## config.mk

```make
export PLATFORM = sky130hd
export DESIGN_NAME = sys_cmd_ctrl
export DESIGN_NICKNAME = d
export VERILOG_FILES = /design/src/rtl/sys_cmd_ctrl.sv
export SDC_FILE = /design/constraint.sdc
export NUM_CORES = 1
export LEC_CHECK = 0
export BUFFER_PORTS_ARGS = -buffer_cell sky130_fd_sc_hd__buf_4
export CORE_ASPECT_RATIO = 1.4
export CORE_MARGIN = 1
export CORE_UTILIZATION = 51
export CTS_CLUSTER_DIAMETER = 100
export DETAILED_ROUTE_END_ITERATION = 10
export PLACE_DENSITY = 0.9
export SLEW_MARGIN = 5
export SYNTH_ARGS = -nofsm -noshare
export SYNTH_HDL_FRONTEND = slang
export SYNTH_SLANG_ARGS = --single-unit
export TNS_END_PERCENT = 50
```

## constraint.sdc

```tcl
create_clock -name clk_i -period 1.9 [get_ports clk_i]
set_clock_uncertainty 0.05 [all_clocks]
set_input_delay 0.095 -clock clk_i [delete_from_list [all_inputs] [get_ports clk_i]]
set_output_delay 0.095 -clock clk_i [all_outputs]
set_load 0.005 [all_outputs]
```

## src/rtl/sys_cmd_ctrl.sv

```systemverilog
// Framed UART command parser: drives RF writes/reads and ALU ops, and streams responses into the TX FIFO.
// Optional inter-byte frame timeout is built when CMD_TIMEOUT_EN is defined.
//
// state      | meaning
// -----------+--------------------------------------------------
// S_IDLE     | waiting for a command byte
// S_WR_ADDR  | RF_WR: waiting for address byte
// S_WR_DATA  | RF_WR: waiting for data byte
// S_RD_ADDR  | RF_RD: waiting for address byte
// S_RD_WAIT  | RF_RD: waiting for RF read data
// S_OP_A     | ALU_OP: waiting for operand A (written to RF[0])
// S_OP_B     | ALU_OP: waiting for operand B (written to RF[1])
// S_FUNC     | ALU_OP/ALU_NOP: waiting for function byte
// S_ALU_WAIT | ALU clock enabled, waiting for result
// S_TX       | pushing response bytes, LSB byte first
module sys_cmd_ctrl #(
  parameter int DATA_WIDTH     = 8,
  parameter int ADDR_WIDTH     = 4,
  parameter int ALU_FUNC_WIDTH = 4,
  parameter int ALU_OUT_WIDTH  = 16,
  parameter int TIMEOUT_CYCLES = 1024
) (
  input  logic                      clk_i,
  input  logic                      rst_i,
  input  logic [DATA_WIDTH-1:0]     rx_data_i,
  input  logic                      rx_data_valid_i,
  output logic [ADDR_WIDTH-1:0]     rf_addr_o,
  output logic                      rf_wr_en_o,
  output logic [DATA_WIDTH-1:0]     rf_wr_data_o,
  output logic                      rf_rd_en_o,
  input  logic [DATA_WIDTH-1:0]     rf_rd_data_i,
  input  logic                      rf_rd_valid_i,
  output logic [ALU_FUNC_WIDTH-1:0] alu_func_o,
  output logic                      alu_en_o,
  output logic                      alu_clk_en_o,
  input  logic [ALU_OUT_WIDTH-1:0]  alu_out_i,
  input  logic                      alu_out_valid_i,
  output logic                      fifo_wr_inc_o,
  output logic [DATA_WIDTH-1:0]     fifo_wr_data_o,
  input  logic                      fifo_full_i,
  output logic                      busy_o,
  output logic                      cmd_error_o
);

  localparam int NB = ALU_OUT_WIDTH / DATA_WIDTH;
  localparam int CW = $clog2(NB + 1);

  localparam logic [DATA_WIDTH-1:0] CMD_RF_WR   = DATA_WIDTH'('hAA);
  localparam logic [DATA_WIDTH-1:0] CMD_RF_RD   = DATA_WIDTH'('hBB);
  localparam logic [DATA_WIDTH-1:0] CMD_ALU_OP  = DATA_WIDTH'('hCC);
  localparam logic [DATA_WIDTH-1:0] CMD_ALU_NOP = DATA_WIDTH'('hDD);

  typedef enum logic [3:0] {
    S_IDLE, S_WR_ADDR, S_WR_DATA, S_RD_ADDR, S_RD_WAIT,
    S_OP_A, S_OP_B, S_FUNC, S_ALU_WAIT, S_TX
  } state_t;

  state_t                    state_q, state_d;
  logic [ADDR_WIDTH-1:0]     rf_addr_q, rf_addr_d;
  logic                      rf_wr_en_q, rf_wr_en_d;
  logic [DATA_WIDTH-1:0]     rf_wr_data_q, rf_wr_data_d;
  logic                      rf_rd_en_q, rf_rd_en_d;
  logic [ALU_FUNC_WIDTH-1:0] alu_func_q, alu_func_d;
  logic                      alu_en_q, alu_en_d;
  logic                      alu_clk_en_q, alu_clk_en_d;
  logic                      cmd_error_q, cmd_error_d;
  logic [ALU_OUT_WIDTH-1:0]  tx_buf_q, tx_buf_d;
  logic [CW-1:0]             bcnt_q, bcnt_d;
  logic                      timeout_hit;

`ifdef CMD_TIMEOUT_EN
  localparam int TW = (TIMEOUT_CYCLES > 1) ? $clog2(TIMEOUT_CYCLES) : 1;

  logic [TW-1:0] tmr_q, tmr_d;
  logic          in_frame;

  always_comb begin
    in_frame = (state_q == S_WR_ADDR) || (state_q == S_WR_DATA) ||
               (state_q == S_RD_ADDR) || (state_q == S_OP_A)    ||
               (state_q == S_OP_B)    || (state_q == S_FUNC);
    tmr_d       = (in_frame && !rx_data_valid_i) ? tmr_q + TW'(1) : '0;
    timeout_hit = in_frame && !rx_data_valid_i && (tmr_q == TW'(TIMEOUT_CYCLES - 1));
  end

  always_ff @(posedge clk_i or posedge rst_i) begin
    if (rst_i) tmr_q <= '0;
    else       tmr_q <= tmr_d;
  end
`else
  logic unused_timeout;
  assign unused_timeout = ^TIMEOUT_CYCLES;
  assign timeout_hit    = 1'b0;
`endif

  always_comb begin
    state_d      = state_q;
    rf_addr_d    = rf_addr_q;
    rf_wr_data_d = rf_wr_data_q;
    alu_func_d   = alu_func_q;
    alu_clk_en_d = alu_clk_en_q;
    tx_buf_d     = tx_buf_q;
    bcnt_d       = bcnt_q;
    rf_wr_en_d   = 1'b0;
    rf_rd_en_d   = 1'b0;
    alu_en_d     = 1'b0;
    cmd_error_d  = 1'b0;

    case (state_q)
      S_IDLE: begin
        if (rx_data_valid_i) begin
          case (rx_data_i)
            CMD_RF_WR:   state_d = S_WR_ADDR;
            CMD_RF_RD:   state_d = S_RD_ADDR;
            CMD_ALU_OP:  state_d = S_OP_A;
            CMD_ALU_NOP: state_d = S_FUNC;
            default:     cmd_error_d = 1'b1;
          endcase
        end
      end
      S_WR_ADDR: begin
        if (rx_data_valid_i) begin
          rf_addr_d = rx_data_i[ADDR_WIDTH-1:0];
          state_d   = S_WR_DATA;
        end
      end
      S_WR_DATA: begin
        if (rx_data_valid_i) begin
          rf_wr_data_d = rx_data_i;
          rf_wr_en_d   = 1'b1;
          state_d      = S_IDLE;
        end
      end
      S_RD_ADDR: begin
        if (rx_data_valid_i) begin
          rf_addr_d  = rx_data_i[ADDR_WIDTH-1:0];
          rf_rd_en_d = 1'b1;
          state_d    = S_RD_WAIT;
        end
      end
      S_RD_WAIT: begin
        cmd_error_d = rx_data_valid_i;
        if (rf_rd_valid_i) begin
          tx_buf_d = ALU_OUT_WIDTH'(rf_rd_data_i);
          bcnt_d   = CW'(1);
          state_d  = S_TX;
        end
      end
      // ALU operands are staged through RF[0] / RF[1]
      S_OP_A: begin
        if (rx_data_valid_i) begin
          rf_addr_d    = '0;
          rf_wr_data_d = rx_data_i;
          rf_wr_en_d   = 1'b1;
          state_d      = S_OP_B;
        end
      end
      S_OP_B: begin
        if (rx_data_valid_i) begin
          rf_addr_d    = ADDR_WIDTH'(1);
          rf_wr_data_d = rx_data_i;
          rf_wr_en_d   = 1'b1;
          state_d      = S_FUNC;
        end
      end
      S_FUNC: begin
        if (rx_data_valid_i) begin
          alu_func_d   = rx_data_i[ALU_FUNC_WIDTH-1:0];
          alu_en_d     = 1'b1;
          alu_clk_en_d = 1'b1;
          state_d      = S_ALU_WAIT;
        end
      end
      S_ALU_WAIT: begin
        cmd_error_d = rx_data_valid_i;
        if (alu_out_valid_i) begin
          tx_buf_d     = alu_out_i;
          bcnt_d       = CW'(NB);
          alu_clk_en_d = 1'b0;
          state_d      = S_TX;
        end
      end
      S_TX: begin
        cmd_error_d = rx_data_valid_i;
        if (!fifo_full_i) begin
          tx_buf_d = tx_buf_q >> DATA_WIDTH;
          bcnt_d   = bcnt_q - CW'(1);
          if (bcnt_q == CW'(1)) state_d = S_IDLE;
        end
      end
      default: state_d = S_IDLE;
    endcase

    // only asserted while a byte-wait state sees no byte, so no strobe is pending here
    if (timeout_hit) begin
      state_d     = S_IDLE;
      cmd_error_d = 1'b1;
    end
  end

  always_ff @(posedge clk_i or posedge rst_i) begin
    if (rst_i) begin
      state_q      <= S_IDLE;
      rf_addr_q    <= '0;
      rf_wr_en_q   <= 1'b0;
      rf_wr_data_q <= '0;
      rf_rd_en_q   <= 1'b0;
      alu_func_q   <= '0;
      alu_en_q     <= 1'b0;
      alu_clk_en_q <= 1'b0;
      cmd_error_q  <= 1'b0;
      tx_buf_q     <= '0;
      bcnt_q       <= '0;
    end else begin
      state_q      <= state_d;
      rf_addr_q    <= rf_addr_d;
      rf_wr_en_q   <= rf_wr_en_d;
      rf_wr_data_q <= rf_wr_data_d;
      rf_rd_en_q   <= rf_rd_en_d;
      alu_func_q   <= alu_func_d;
      alu_en_q     <= alu_en_d;
      alu_clk_en_q <= alu_clk_en_d;
      cmd_error_q  <= cmd_error_d;
      tx_buf_q     <= tx_buf_d;
      bcnt_q       <= bcnt_d;
    end
  end

  assign rf_addr_o      = rf_addr_q;
  assign rf_wr_en_o     = rf_wr_en_q;
  assign rf_wr_data_o   = rf_wr_data_q;
  assign rf_rd_en_o     = rf_rd_en_q;
  assign alu_func_o     = alu_func_q;
  assign alu_en_o       = alu_en_q;
  assign alu_clk_en_o   = alu_clk_en_q;
  assign cmd_error_o    = cmd_error_q;
  assign busy_o         = (state_q != S_IDLE);
  // push is gated combinationally so a full FIFO never sees an increment
  assign fifo_wr_inc_o  = (state_q == S_TX) && !fifo_full_i;
  assign fifo_wr_data_o = tx_buf_q[DATA_WIDTH-1:0];

endmodule

```

* After elaboration in Yosys (flattened, before gate mapping) *
Index checks and enable logic that the tools add are counted.

word-level totals
  bits of input ports = 38
  flip-flop bits (word level) = 43

operators by class
  multiplexer cells = 34
  equal/unequal tests = 27
  $add $sub $neg = 1
  reductions and logical operators = 17

operator list
  kind                  count
  $mux W4               13
  $mux W16              3
  $pmux W16 S3          1
  $pmux W4 S10          1
  $eq A8 B8 Y1 const B  4
  $ne A2 B2 Y1 const B  11
  $eq A4 B3 Y1 const B  4
  $pmux W4 S4           1
  $pmux W4 S3           1
  $reduce_and A12 Y1    1
  $eq A4 B2 Y1 const B  2
  $eq A4 B4 Y1 const B  2
  $mux W1               8
  $reduce_and A4 Y1     2
  $mux W2               3
  $pmux W2 S3           1
  $reduce_bool A3 Y1    2
  $reduce_or A3 Y1      2
  $ne A5 B1 Y1 const B  1
  $eq A4 B1 Y1 const B  1
  $logic_not A4 Y1      1
  $pmux W1 S2           2
  $reduce_and A2 Y1     2
  $reduce_bool A4 Y1    1
  9 further kinds       9

* Depth between registers and ports, before layout *
  depth in word-level cells = 5
  mapped depth = 7
  mapped depth without buffers = 7

* Least setup slack after synthesis *
No wires, ideal clock.

  kind = reg-to-reg
  from = reg state_q[3]
  to = reg state_q[0]
  slack = 376 ps
  required time = 1772 ps
  arrival time = 1396 ps
  library setup time = 78 ps
  stages on the path, launching flop included = 6
  buffers on the path = 0
  path through = dfrtp_1 > nor3b_1 > o21ai_2 > o21ai_2 > or4b_1 > o2bb2ai_1

between the ends
  cells in the longest elaborated chain, start to end = 3
  elaborated cells on any way between the ends = 24

RTL lines
  item                                                           RTL line  RTL
  start, declared                                                58        state_t state_q, state_d;
  start signal, assigned                                         214       state_q <= state_d;
  $logic_not A4 Y1, or another cell as far along                 108       case (state_q)
  $ne A5 B1 Y1 (no source line) or $ne A2 B2 Y1 (tied branches)  --
  $reduce_and A12 Y1 (no source line)                            --

Parallel ways exist; a longest one is shown, timed or not.
A chain may end at the register's enable or synchronous reset.

* Worst setup path in the final report *
Ends and elaborated chain as after synthesis.

==> reports/metrics.cfg <==
[status]
outcome=finished with violations
violations=DRC

[synth]
synth_warnings=0
async_reset_ff_share_pct=100
count_of_flip_flops_with_a_built_in_enable_after_synthesis=0
synth_area_per_cell_sq_um=9.56
netlist_instances=230
synth_top_flop_cell=sky130_fd_sc_hd__dfrtp_1
synth.lib_cells_used.distinct=43
combined_area_of_all_synthesized_cells_sq_mm=0.00220
syn-num-nets=269
synth.top_cell.area_share_pct=48.9
synth-seq-area-share_pct=48.9
post-synth-top-area-cell=sky130_fd_sc_hd__dfrtp_1
synth_seq_cells=43
leading_post_synthesis_cells_by_cell_area=sky130_fd_sc_hd__dfrtp_1, sky130_fd_sc_hd__nand2_1, sky130_fd_sc_hd__mux2_1

[die]
die_w_um=57.5
die_area_sq_mm=0.00458
start_util_pct=54.7
std_cell_rows=27
fp.coreArea_sq_mm=0.00402
pin_count=69
die_height_um=79.7

[routing]
vias=1946
antenna_violating_nets_post_route=0
post-route-drc-count=8
detail_route.vias_per_cell=5.48
drtPass1Iterations=7
route.detailed.wl_per_inst_um=15.2
finalWirelength_mm=5.40
drtIter0Drc=86

[flow_run]
drv.max_cap_violation_count=0

[global_route]
grt_pass1_wl_mm=8.96
first_global_vias=1961
grt_overflow=0
antenna_found_initial=0
grt_max_degree=44
track_usage_pct=26.1

[power_and_ir_drop]
swShare_pct=36.1
power.clock.fraction_pct=18.5
power.combinational.fraction_pct=45.2
internal_power_w=0.00262
power.leakage_nw=1.42
power_density_mw_per_mm2=1360
seq_power_share_pct=36.4
switchingPower_w=0.00148
power.total_w=0.00409
power.ir.vdd_worst_v=0.000835

[sta]
worst_pin_slew_ps=528
slew_violations=0
fmax_ghz=0.572
final.period_utilization_pct=92.0
setup_tns_ps=0
final-hold-violation-count=0
maxSlewHeadroom_pct=64.8
setup_viol=0
rsz0062_at_grt=false
final_period_minus_worst_setup_slack_ps=1750

[min_path]
min_path_type=primary input to register
worstHoldStart=rx_data_i[3]

[cells_and_area]
area_growth_syn_to_layout_pct=36.8
drive_gt1_share_pct=30.8
fillerInstances=289
fin_area_sq_mm=0.00301
num-nets-final=350
antenna_cells_inserted=0

[critical_path]
crit_type=register to register
worst-endpoint-required_ps=2080
rr_startpoint=state_q[3]
critical_path.startpoint_type=register
arrival_ps=1930
timing.critical_path.fanout_max=9
cp-end-kind=register
startpoint=state_q[3]

[clock_network]
worst_skew_pair.late_latency_ps=300
cts_htree_levels=2
clockBufferDepth=2
tritoncts_clock_tree=done
clock_tree.root_cell=sky130_fd_sc_hd__clkbuf_8
cts_made_buffers=5
clock_sink_count=43
worst_setup_hold_path_clk_slew_ps=80
postCtsSetupRepairBufs=0

[place]
detailed_place_hpwl_mm=3.96
buffer_ports.inserted=68
postPlaceCellArea_sq_mm=0.00274
place.gp.congestion=0.916

[sequential cells by signal, indices dropped and copies added, names as in the netlist, 2 cells and up]
name / count
rf_addr_o: 4
state_q: 4
bcnt_q: 2
tx_buf_q: 16
rf_wr_data_o: 8
alu_func_o: 4
[worst max-delay path, stage by stage (launching register included)]
cell and delay (ps):
sky130_fd_sc_hd__dfrtp_1 470, sky130_fd_sc_hd__nor3b_1 190, sky130_fd_sc_hd__o21ai_2 220, sky130_fd_sc_hd__o21ai_2 140, sky130_fd_sc_hd__or4b_1 480, sky130_fd_sc_hd__o2bb2ai_1 130
[cells in the final DEF, fill, tap and decap left out, types with 2 or more instances in the layout]
cell type / synthesis / routed
sky130_fd_sc_hd__o21ai_2: 2 / 2
sky130_fd_sc_hd__nor3b_1: 2 / 2
sky130_fd_sc_hd__dfrtp_1: 43 / 42
sky130_fd_sc_hd__o21ai_1: 22 / 22
sky130_fd_sc_hd__nor4bb_1: 2 / 2
sky130_fd_sc_hd__a21oi_1: 7 / 7
sky130_fd_sc_hd__nor2_2: 2 / 2
sky130_fd_sc_hd__inv_1: 5 / 5
sky130_fd_sc_hd__mux2_1: 12 / 12
sky130_fd_sc_hd__clkbuf_8: 0 / 6
sky130_fd_sc_hd__dlygate4sd3_1: 0 / 14
sky130_fd_sc_hd__nor3_1: 2 / 2
sky130_fd_sc_hd__mux2i_1: 8 / 8
sky130_fd_sc_hd__nand2_1: 47 / 47
sky130_fd_sc_hd__o21ai_0: 10 / 10
sky130_fd_sc_hd__o2bb2ai_1: 2 / 2
sky130_fd_sc_hd__buf_4: 8 / 78
sky130_fd_sc_hd__nand3_1: 5 / 5
sky130_fd_sc_hd__xnor2_1: 2 / 2
sky130_fd_sc_hd__nand2b_1: 7 / 7
sky130_fd_sc_hd__nor2_1: 9 / 9
[power by group through the flow]
stage / sequential, W / clock, W / combinational, W
3_5_place_dp: 0.00150 / 0 / 0.00182
3_3_place_gp: 0.00148 / 0 / 0.00177
2_1_floorplan: 0.00145 / 0 / 0.00117
6_report: 0.00149 / 0.000757 / 0.00185
4_1_cts: 0.00148 / 0.000766 / 0.00185
5_1_grt: 0.00153 / 0.000793 / 0.00206
[through the flow]
step                utilization (%)  worst slack [ps]  hold slack [ps]  cells
finish                         74.8               151             4.11    355
global route                   74.8              47.4             8.84    355
CTS                            74.5              96.0            0.707    354
detailed placement             68.3               154              217    333
global placement               68.3               199              213    333
floorplan                         -               376              130    230
[cell usage after synthesis (2+ instances only)]
cell / count
sky130_fd_sc_hd__a21oi_1: 7
sky130_fd_sc_hd__buf_2: 10
sky130_fd_sc_hd__buf_4: 8
sky130_fd_sc_hd__dfrtp_1: 43
sky130_fd_sc_hd__inv_1: 5
sky130_fd_sc_hd__mux2_1: 12
sky130_fd_sc_hd__mux2i_1: 8
sky130_fd_sc_hd__nand2_1: 47
sky130_fd_sc_hd__nand2b_1: 7
sky130_fd_sc_hd__nand3_1: 5
sky130_fd_sc_hd__nor2_1: 9
sky130_fd_sc_hd__nor2_2: 2
sky130_fd_sc_hd__nor3_1: 2
sky130_fd_sc_hd__nor3b_1: 2
sky130_fd_sc_hd__nor4bb_1: 2
sky130_fd_sc_hd__o21ai_0: 10
sky130_fd_sc_hd__o21ai_1: 22
sky130_fd_sc_hd__o21ai_2: 2
sky130_fd_sc_hd__o2bb2ai_1: 2
sky130_fd_sc_hd__xnor2_1: 2
[per-layer routing]
layer | vias to the layer above | routed length (um) | GRT usage (%)
met5 | - | 0 | 0
met1 | 907 | 2080 | 28.6
met4 | 0 | 112 | 10.2
met3 | 12 | 279 | 4.54
li1 | 952 | - | -
met2 | 75 | 2930 | 48.7
[logic make-up after synthesis]
logic type / synth area share (%)
DFF: 48.9
and+or+nand+nor: 18.4
xor gates and xnor gates: 0.797
AOI/OAI and AO/OA: 15.3
muxes: 9.79
adders and majority gates: 0.569
buffers and inverters: 6.20
[path summary, 6_finish.rpt]
check | endpoint | slack [ps] | depth (start not counted)
worst max-delay path | state_q[0] | 150 | 5
worst min-delay path | alu_func_o[3] | 4 | 2
worst max register to register | state_q[0] | 150 | 5
worst min register to register | tx_buf_q[12] | 440 | 2
max in group asynchronous | state_q[2] | 980 | 4
min in group asynchronous | alu_func_o[1] | 430 | 4
[area by class of cell]
type	count	area, sq um	area share, %
flip-flops and latches	43	1080	35.8
multi-input cells	162	986	32.8
repair buffers	93	746	24.8
clock buffers	6	82.6	2.75
well taps	43	53.8	1.79
clock inverters	2	38.8	1.29
inverters	6	22.5	0.749
[what timing repair did]
action                                 in CTS  in global routing
gates resized for setup                     0                  1
setup endpoints to repair                   0                  1
endpoints found under the hold margin      55                  1
hold buffers                               13                  1
No activity file was read; power rests on OpenSTA's default activity.
